===== config.mk =====
export PLATFORM = sky130hd
export DESIGN_NAME = hv_ppl_ctl_flat
export DESIGN_NICKNAME = d
export VERILOG_FILES = /design/src/rtl/hv_ppl_ctl_if.sv /design/src/rtl/hv_ppl_ctl.sv /design/src/flat_wrapper.sv
export SDC_FILE = /design/constraint.sdc
export NUM_CORES = 1
export LEC_CHECK = 0
export CAP_MARGIN = 25
export CORE_MARGIN = 3
export CORE_UTILIZATION = 45
export CTS_CLUSTER_SIZE = 14
export DETAILED_ROUTE_END_ITERATION = 10
export PLACE_DENSITY = 0.81
export SKIP_CTS_REPAIR_TIMING = 1
export SLEW_MARGIN = 20
export SYNTH_ARGS = -nofsm -noshare
export SYNTH_HDL_FRONTEND = slang
export SYNTH_SLANG_ARGS = --single-unit

===== constraint.sdc =====
create_clock -name clk -period 5.69 [get_ports clk]
set_input_delay 1.138 -clock clk [delete_from_list [all_inputs] [get_ports clk]]
set_output_delay 1.138 -clock clk [all_outputs]
set_load 0.02 [all_outputs]

===== src/rtl/hv_ppl_ctl_if.sv =====
// Issue/retire bundle between instr_dec, hv_ppl_ctl and gp_regs/wb_sel.
// The master drives decoder-side inputs; the slave (hv_ppl_ctl) returns stall and the stage views.
interface hv_ppl_ctl_if #(
  parameter int unsigned OP_W   = 6,
  parameter int unsigned RIDX_W = 4,
  parameter int unsigned CNT_W  = 16
);
  logic              issue_vld_i;
  logic [OP_W-1:0]   opcode_i;
  logic              wen_d_i;
  logic [RIDX_W-1:0] reg_d_idx_i;
  logic [1:0]        wrd_scope_i;
  logic              ren_a_i;
  logic              ren_b_i;
  logic [RIDX_W-1:0] reg_a_idx_i;
  logic [RIDX_W-1:0] reg_b_idx_i;
  logic              mem_wait_i;
  logic              flush_i;
  logic              stall_o;
  logic [OP_W-1:0]   ex_opcode_o;
  logic [OP_W-1:0]   wb_opcode_o;
  logic              wb_wen_o;
  logic [RIDX_W-1:0] wb_reg_idx_o;
  logic [1:0]        wb_scope_o;
  logic [CNT_W-1:0]  bubble_cnt_o;

  modport master (
    output issue_vld_i, opcode_i, wen_d_i, reg_d_idx_i, wrd_scope_i,
           ren_a_i, ren_b_i, reg_a_idx_i, reg_b_idx_i, mem_wait_i, flush_i,
    input  stall_o, ex_opcode_o, wb_opcode_o, wb_wen_o, wb_reg_idx_o,
           wb_scope_o, bubble_cnt_o
  );

  modport slave (
    input  issue_vld_i, opcode_i, wen_d_i, reg_d_idx_i, wrd_scope_i,
           ren_a_i, ren_b_i, reg_a_idx_i, reg_b_idx_i, mem_wait_i, flush_i,
    output stall_o, ex_opcode_o, wb_opcode_o, wb_wen_o, wb_reg_idx_o,
           wb_scope_o, bubble_cnt_o
  );
endinterface


===== src/rtl/hv_ppl_ctl.sv =====
// Sideband pipe (opcode/wen/reg_d/scope) from issue to write-back with RAW bubble
// insertion, freeze on data-memory wait and young-stage kill on PC redirect.
module hv_ppl_ctl #(
  parameter int unsigned     STAGES      = 3,
  parameter int unsigned     OP_W        = 6,
  parameter int unsigned     RIDX_W      = 4,
  parameter logic [OP_W-1:0] NOP_CODE    = '0,
  parameter bit              WB_BYPASS   = 1'b0,
  parameter int unsigned     FLUSH_DEPTH = 1,
  parameter int unsigned     CNT_W       = 16
) (
  input logic         clk,
  input logic         rst_n,
  hv_ppl_ctl_if.slave bus
);

  localparam int unsigned CHK_LAST = WB_BYPASS ? (STAGES - 1) : STAGES;

  typedef struct packed {
    logic              vld;
    logic              wen;
    logic [OP_W-1:0]   op;
    logic [RIDX_W-1:0] idx;
    logic [1:0]        scope;
  } stage_t;

  localparam stage_t BUBBLE = '{vld: 1'b0, wen: 1'b0, op: NOP_CODE,
                                idx: RIDX_W'(0), scope: 2'b00};

  stage_t            stage_q [1:STAGES];
  stage_t            stage_d [1:STAGES];
  stage_t            issue_s;
  logic [CNT_W-1:0]  cnt_q;
  logic [CNT_W-1:0]  cnt_d;
  logic              hazard_c;

  function automatic logic writes_reg(input stage_t s, input logic [RIDX_W-1:0] r);
    return s.vld & s.wen & (|s.scope) & (s.idx == r);
  endfunction

  // Incoming instruction as it would enter stage 1.
  always_comb begin
    issue_s = BUBBLE;
    if (bus.issue_vld_i) begin
      issue_s.vld   = 1'b1;
      issue_s.wen   = bus.wen_d_i;
      issue_s.op    = bus.opcode_i;
      issue_s.idx   = bus.reg_d_idx_i;
      issue_s.scope = bus.wrd_scope_i;
    end
  end

  // RAW check of both sources against every in-flight writer.
  always_comb begin
    hazard_c = 1'b0;
    for (int unsigned k = 1; k <= CHK_LAST; k++) begin
      hazard_c = hazard_c
               | (bus.ren_a_i & writes_reg(stage_q[k], bus.reg_a_idx_i))
               | (bus.ren_b_i & writes_reg(stage_q[k], bus.reg_b_idx_i));
    end
    hazard_c = hazard_c & bus.issue_vld_i;
  end

  assign bus.stall_o = bus.mem_wait_i | (hazard_c & ~bus.flush_i);

  // Next-state: flush > mem_wait > hazard > normal advance.
  always_comb begin
    stage_d = stage_q;
    cnt_d   = cnt_q;
    if (bus.flush_i) begin
      for (int unsigned k = 1; k <= FLUSH_DEPTH; k++) begin
        stage_d[k] = BUBBLE;
      end
      if (!bus.mem_wait_i) begin
        // Killed contents must not slide into stage FLUSH_DEPTH+1.
        for (int unsigned k = 2; k <= STAGES; k++) begin
          stage_d[k] = (k <= FLUSH_DEPTH + 1) ? BUBBLE : stage_q[k-1];
        end
      end
    end else if (!bus.mem_wait_i) begin
      stage_d[1] = hazard_c ? BUBBLE : issue_s;
      for (int unsigned k = 2; k <= STAGES; k++) begin
        stage_d[k] = stage_q[k-1];
      end
      if (hazard_c && !(&cnt_q)) begin
        cnt_d = cnt_q + CNT_W'(1);
      end
    end
  end

  always_ff @(posedge clk or negedge rst_n) begin
    if (!rst_n) begin
      for (int unsigned k = 1; k <= STAGES; k++) begin
        stage_q[k] <= BUBBLE;
      end
      cnt_q <= '0;
    end else begin
      for (int unsigned k = 1; k <= STAGES; k++) begin
        stage_q[k] <= stage_d[k];
      end
      cnt_q <= cnt_d;
    end
  end

  assign bus.ex_opcode_o  = stage_q[1].op;
  assign bus.wb_opcode_o  = stage_q[STAGES].op;
  assign bus.wb_wen_o     = stage_q[STAGES].vld & stage_q[STAGES].wen;
  assign bus.wb_reg_idx_o = stage_q[STAGES].idx;
  assign bus.wb_scope_o   = stage_q[STAGES].scope;
  assign bus.bubble_cnt_o = cnt_q;

endmodule


===== src/flat_wrapper.sv =====
// flat-port wrapper written by rule: the top's interface ports become plain ports
module hv_ppl_ctl_flat 
#(
  parameter int unsigned     STAGES      = 3,
  parameter int unsigned     OP_W        = 6,
  parameter int unsigned     RIDX_W      = 4,
  parameter logic [OP_W-1:0] NOP_CODE    = '0,
  parameter bit              WB_BYPASS   = 1'b0,
  parameter int unsigned     FLUSH_DEPTH = 1,
  parameter int unsigned     CNT_W       = 16
)
  (clk, rst_n, bus_issue_vld_i, bus_opcode_i, bus_wen_d_i, bus_reg_d_idx_i, bus_wrd_scope_i, bus_ren_a_i, bus_ren_b_i, bus_reg_a_idx_i, bus_reg_b_idx_i, bus_mem_wait_i, bus_flush_i, bus_stall_o, bus_ex_opcode_o, bus_wb_opcode_o, bus_wb_wen_o, bus_wb_reg_idx_o, bus_wb_scope_o, bus_bubble_cnt_o);
  hv_ppl_ctl_if #(.OP_W(OP_W), .RIDX_W(RIDX_W), .CNT_W(CNT_W)) bus_i ();
  input logic clk;
  input logic rst_n;
  input wire logic [$bits(bus_i.issue_vld_i)-1:0] bus_issue_vld_i;
  input wire logic [$bits(bus_i.opcode_i)-1:0] bus_opcode_i;
  input wire logic [$bits(bus_i.wen_d_i)-1:0] bus_wen_d_i;
  input wire logic [$bits(bus_i.reg_d_idx_i)-1:0] bus_reg_d_idx_i;
  input wire logic [$bits(bus_i.wrd_scope_i)-1:0] bus_wrd_scope_i;
  input wire logic [$bits(bus_i.ren_a_i)-1:0] bus_ren_a_i;
  input wire logic [$bits(bus_i.ren_b_i)-1:0] bus_ren_b_i;
  input wire logic [$bits(bus_i.reg_a_idx_i)-1:0] bus_reg_a_idx_i;
  input wire logic [$bits(bus_i.reg_b_idx_i)-1:0] bus_reg_b_idx_i;
  input wire logic [$bits(bus_i.mem_wait_i)-1:0] bus_mem_wait_i;
  input wire logic [$bits(bus_i.flush_i)-1:0] bus_flush_i;
  output wire logic [$bits(bus_i.stall_o)-1:0] bus_stall_o;
  output wire logic [$bits(bus_i.ex_opcode_o)-1:0] bus_ex_opcode_o;
  output wire logic [$bits(bus_i.wb_opcode_o)-1:0] bus_wb_opcode_o;
  output wire logic [$bits(bus_i.wb_wen_o)-1:0] bus_wb_wen_o;
  output wire logic [$bits(bus_i.wb_reg_idx_o)-1:0] bus_wb_reg_idx_o;
  output wire logic [$bits(bus_i.wb_scope_o)-1:0] bus_wb_scope_o;
  output wire logic [$bits(bus_i.bubble_cnt_o)-1:0] bus_bubble_cnt_o;
  assign bus_i.issue_vld_i = bus_issue_vld_i;
  assign bus_i.opcode_i = bus_opcode_i;
  assign bus_i.wen_d_i = bus_wen_d_i;
  assign bus_i.reg_d_idx_i = bus_reg_d_idx_i;
  assign bus_i.wrd_scope_i = bus_wrd_scope_i;
  assign bus_i.ren_a_i = bus_ren_a_i;
  assign bus_i.ren_b_i = bus_ren_b_i;
  assign bus_i.reg_a_idx_i = bus_reg_a_idx_i;
  assign bus_i.reg_b_idx_i = bus_reg_b_idx_i;
  assign bus_i.mem_wait_i = bus_mem_wait_i;
  assign bus_i.flush_i = bus_flush_i;
  assign bus_stall_o = bus_i.stall_o;
  assign bus_ex_opcode_o = bus_i.ex_opcode_o;
  assign bus_wb_opcode_o = bus_i.wb_opcode_o;
  assign bus_wb_wen_o = bus_i.wb_wen_o;
  assign bus_wb_reg_idx_o = bus_i.wb_reg_idx_o;
  assign bus_wb_scope_o = bus_i.wb_scope_o;
  assign bus_bubble_cnt_o = bus_i.bubble_cnt_o;
  hv_ppl_ctl #(.STAGES(STAGES), .OP_W(OP_W), .RIDX_W(RIDX_W), .NOP_CODE(NOP_CODE), .WB_BYPASS(WB_BYPASS), .FLUSH_DEPTH(FLUSH_DEPTH), .CNT_W(CNT_W)) u_core (.clk(clk), .rst_n(rst_n), .bus(bus_i));
endmodule

==> flow_metrics.py <==
metrics = {
    "clocking": {
        "cts_tree": "done",
        "cts_htree_levels": 3,
        "cts_root_buf": "clkbuf_8",
        "clock_sinks": 58,
        "cts_inserted_buffers": 9,
        "cts_buffer_depth": 2,
        "clk_latency_ns": 0.32,
        "path_clk_slew_ns": 0.06,
    },
    "synthesis": {
        "avgSynthCellArea_um2": 11.31,
        "synth_top_family_by_area": "simple AND/OR/NAND/NOR gates",
        "netlist_instances": 246,
        "netlist_area_um2": 2781,
        "ys_top_cells_by_area": "dfrtp_1 52%, xnor2_1 7.9%, mux2_2 6.1%, buf_4 5.1%, nand2_1 4.5%",
        "synth_compound_area_frac": 0.09222,
        "ys_seq_area_frac": 0.5218,
        "yosys_warnings": 0,
        "synth_xor_area_frac": 0.1228,
        "yosysUniqueCellTypes": 34,
        "ys_ff_latch": 58,
        "synthSimpleGateAreaFrac": 0.1305,
        "syn-num-nets": 275,
        "synth_area_leader_cell": "dfrtp_1",
        "muxShareOfSynthArea": 0.06073,
        "post-synth-top-area-fraction": 0.5218,
        "synth_fa_ha_area_frac": 0.004498,
    },
    "sta": {
        "slew_violations": 0,
        "worst_slack_ns": 1.091,
        "setup_viol": 0,
        "worstMarginPinSlew_ns": 0.6981,
        "skew_ns": 0.007345,
        "max_clock_freq_ghz": 0.2175,
        "fin_crit_sh": 0.8082,
        "layout_min_cycle_time_ns": 4.599,
        "grt_setup_unrepaired": "false",
        "maxSlewHeadroom": 0.5346,
        "hold_slack_ns": 0.4801,
        "tns_ns": 0,
        "hold_viol": 0,
    },
    "placement": {
        "gp_congestion": 0.8452,
        "post-place-ws_ns": 1.099,
        "place.port_buffers": 63,
        "hpwl_mm": 3.946,
        "post_dp_cell_area_um2": 3336,
    },
    "hold_path": {
        "hold_depth": 2,
        "hp-start": "u_core.stage_q[21]$_DFFE_PN0N_",
        "worstHoldPathType": "register to register",
        "whs_endpoint": "u_core.stage_q[21]$_DFFE_PN0N_",
    },
    "power": {
        "p_per_area_nw_per_um2": 238.3,
        "vdd_drop_max_uv": 166.4,
        "p_leak_uw": 0.001559,
    },
    "routing": {
        "wl_met2_mm": 2.370,
        "wl_met1_mm": 2.681,
        "drtIter0Drc": 89,
        "ant_nets": 0,
        "top_layer_used": "met4",
        "drt_wl_total_mm": 5.555,
        "wl_per_cell_um": 14.81,
        "avgViaCountPerCell": 5.099,
        "via_count": 1912,
        "dr_wl_met3_um": 434,
        "drcViolationCount": 0,
        "first_pass_iters": 4,
    },
    "floorplanning": {
        "dieHeight_um": 84.62,
        "start_util": 0.4670,
        "die-area_um2": 7161,
        "core-area_um2": 5956,
        "rows": 28,
        "top_level_ports": 64,
        "die_x_um": 84.62,
    },
    "outcome": {
        "status": "complete, no violations",
    },
    "final_layout": {
        "nets": 325,
        "layout-drive-gt1-share": 0.1367,
        "seqCellArea_um2": 1451,
        "stdcell_area_um2": 3513,
        "final_common_cell": "clkdlybuf4s50_1",
        "multiInputGateArea_um2": 1142,
        "synthToLayoutAreaGrowth_pct": 26.32,
        "final_cell_mix": "62 x clkdlybuf4s50_1, 58 x dfrtp_1, 33 x nand2_1",
        "finish.utilization": 0.5899,
        "antennaDiodeCount": 0,
        "fillers": 532,
    },
    "critical_path": {
        "startpoint_type": "input pin",
        "critPathKind": "input pin to output pin",
        "worst-path-max-fanout": 3,
        "worst_ep_required_time_ns": 4.55,
        "arrival_ns": 3.46,
        "r2r-start": "u_core.stage_q[19]$_DFFE_PN0N_",
        "rrSetupSlack_ns": 3.44,
        "cp-end-kind": "output pin",
        "r2r-end": "u_core.bus.bubble_cnt_o[6]$_DFFE_PN0P_",
        "r2r_cells": 7,
    },
    "grt": {
        "grtUsageTotal": 0.1636,
        "grt_remaining_overflow": 0,
        "grt_pass1_vias": 1939,
        "grt_pass1_wl_mm": 9.294,
        "grt_start_max_net_pins": 59,
        "antenna_found_initial": 0,
    },
    "run": {
        "drv_cap": 0,
    },
}
==> metrics by stage <==
| step | total power [µW] | cells |
|---|---|---|
| 5_1_grt | 880.8 | 375 |
| 2_1_floorplan | 483.8 | 246 |
| 4_1_cts | 848.6 | 374 |
| 3_3_place_gp | 523.7 | 359 |
| 3_5_place_dp | 525.6 | 359 |
| 6_report | 837.3 | 375 |
==> worst max-delay path, stage by stage <==
cell	delay, ns
clkdlybuf4s50_1	0.49
xor2_1	0.20
nor4_1	0.30
and3_1	0.20
and4bb_1	0.24
nand2_1	0.11
a31o_2	0.17
clkdlybuf4s50_1	0.60
==> registers in the layout, summed over array words and instances, names as in the netlist <==
signal,flops
u_core.bus.wb_opcode_o,6
u_core.bus.bubble_cnt_o,16
u_core.bus.wb_scope_o,2
u_core.bus.wb_reg_idx_o,4
u_core.stage_q,24
u_core.bus.ex_opcode_o,6
==> routing by layer <==
metal / vias to the layer above / global-route usage
met2: 67 / 0.2370
met5: - / 0
li1: 932 / -
met1: 906 / 0.2274
met3: 7 / 0.06183
met4: 0 / 0.05324
==> cell families after synthesis <==
logic type | Yosys count
multiplexers | 15
XOR/XNOR | 39
AND/OR/NAND/NOR | 69
flip-flops | 58
AO/OA/AOI/OAI | 35
buffers and inverters | 29
adder cells (fa/ha/maj) | 1
==> cells in the mapped netlist <==
cell type  instances
nor2_1             2
dfrtp_1           58
and3_1             3
nand2b_1           1
xor2_1            14
a22o_1            13
and4_4             1
buf_6              1
buf_1              1
a21oi_4            1
clkbuf_1           6
a31o_2             2
and3_4             1
mux2_2            15
inv_1              2
o21ai_0           14
nand3_1           11
and4_1             2
ha_1               1
o211a_1            1
nor3_1             1
and4bb_1           1
nor2_2             1
nor4_1             3
o211ai_1           2
nand4_1            6
and2_1             1
nand4_2            1
nand2_1           33
a21o_1             1
buf_4             19
o22ai_1            1
xnor2_1           25
nor3b_2            1
==> cell type report <==
| cell class | count | share of cell area |
|---|---|---|
| clock buffers | 12 | 0.04416 |
| inverters | 2 | 0.002137 |
| flip-flops and latches | 58 | 0.4131 |
| repair buffers | 66 | 0.1845 |
| well taps | 75 | 0.02671 |
| clock inverters | 3 | 0.004274 |
| multi-input cells | 159 | 0.3251 |
==> worst max path at each step <==
stage / start / to / slack, ns / cells after the start
floorplan: bus_reg_b_idx_i[3] / bus_stall_o / 2.36 / 6
global placement: bus_reg_b_idx_i[3] / bus_stall_o / 1.17 / 8
detailed placement: bus_reg_b_idx_i[3] / bus_stall_o / 1.10 / 8
CTS: bus_reg_b_idx_i[3] / bus_stall_o / 1.09 / 8
global route: bus_reg_b_idx_i[3] / bus_stall_o / 0.96 / 8
finish: bus_reg_b_idx_i[3] / bus_stall_o / 1.09 / 8
==> report_power, final <==
| part | internal, µW | switching (µW) | leakage, µW |
|---|---|---|---|
| Combinational | 43.5 | 40.3 | 0.000667 |
| Sequential | 424 | 10.2 | 0.000801 |
| Clock | 177 | 143 | 0.0000920 |
No activity file was read; power rests on OpenSTA's default activity.
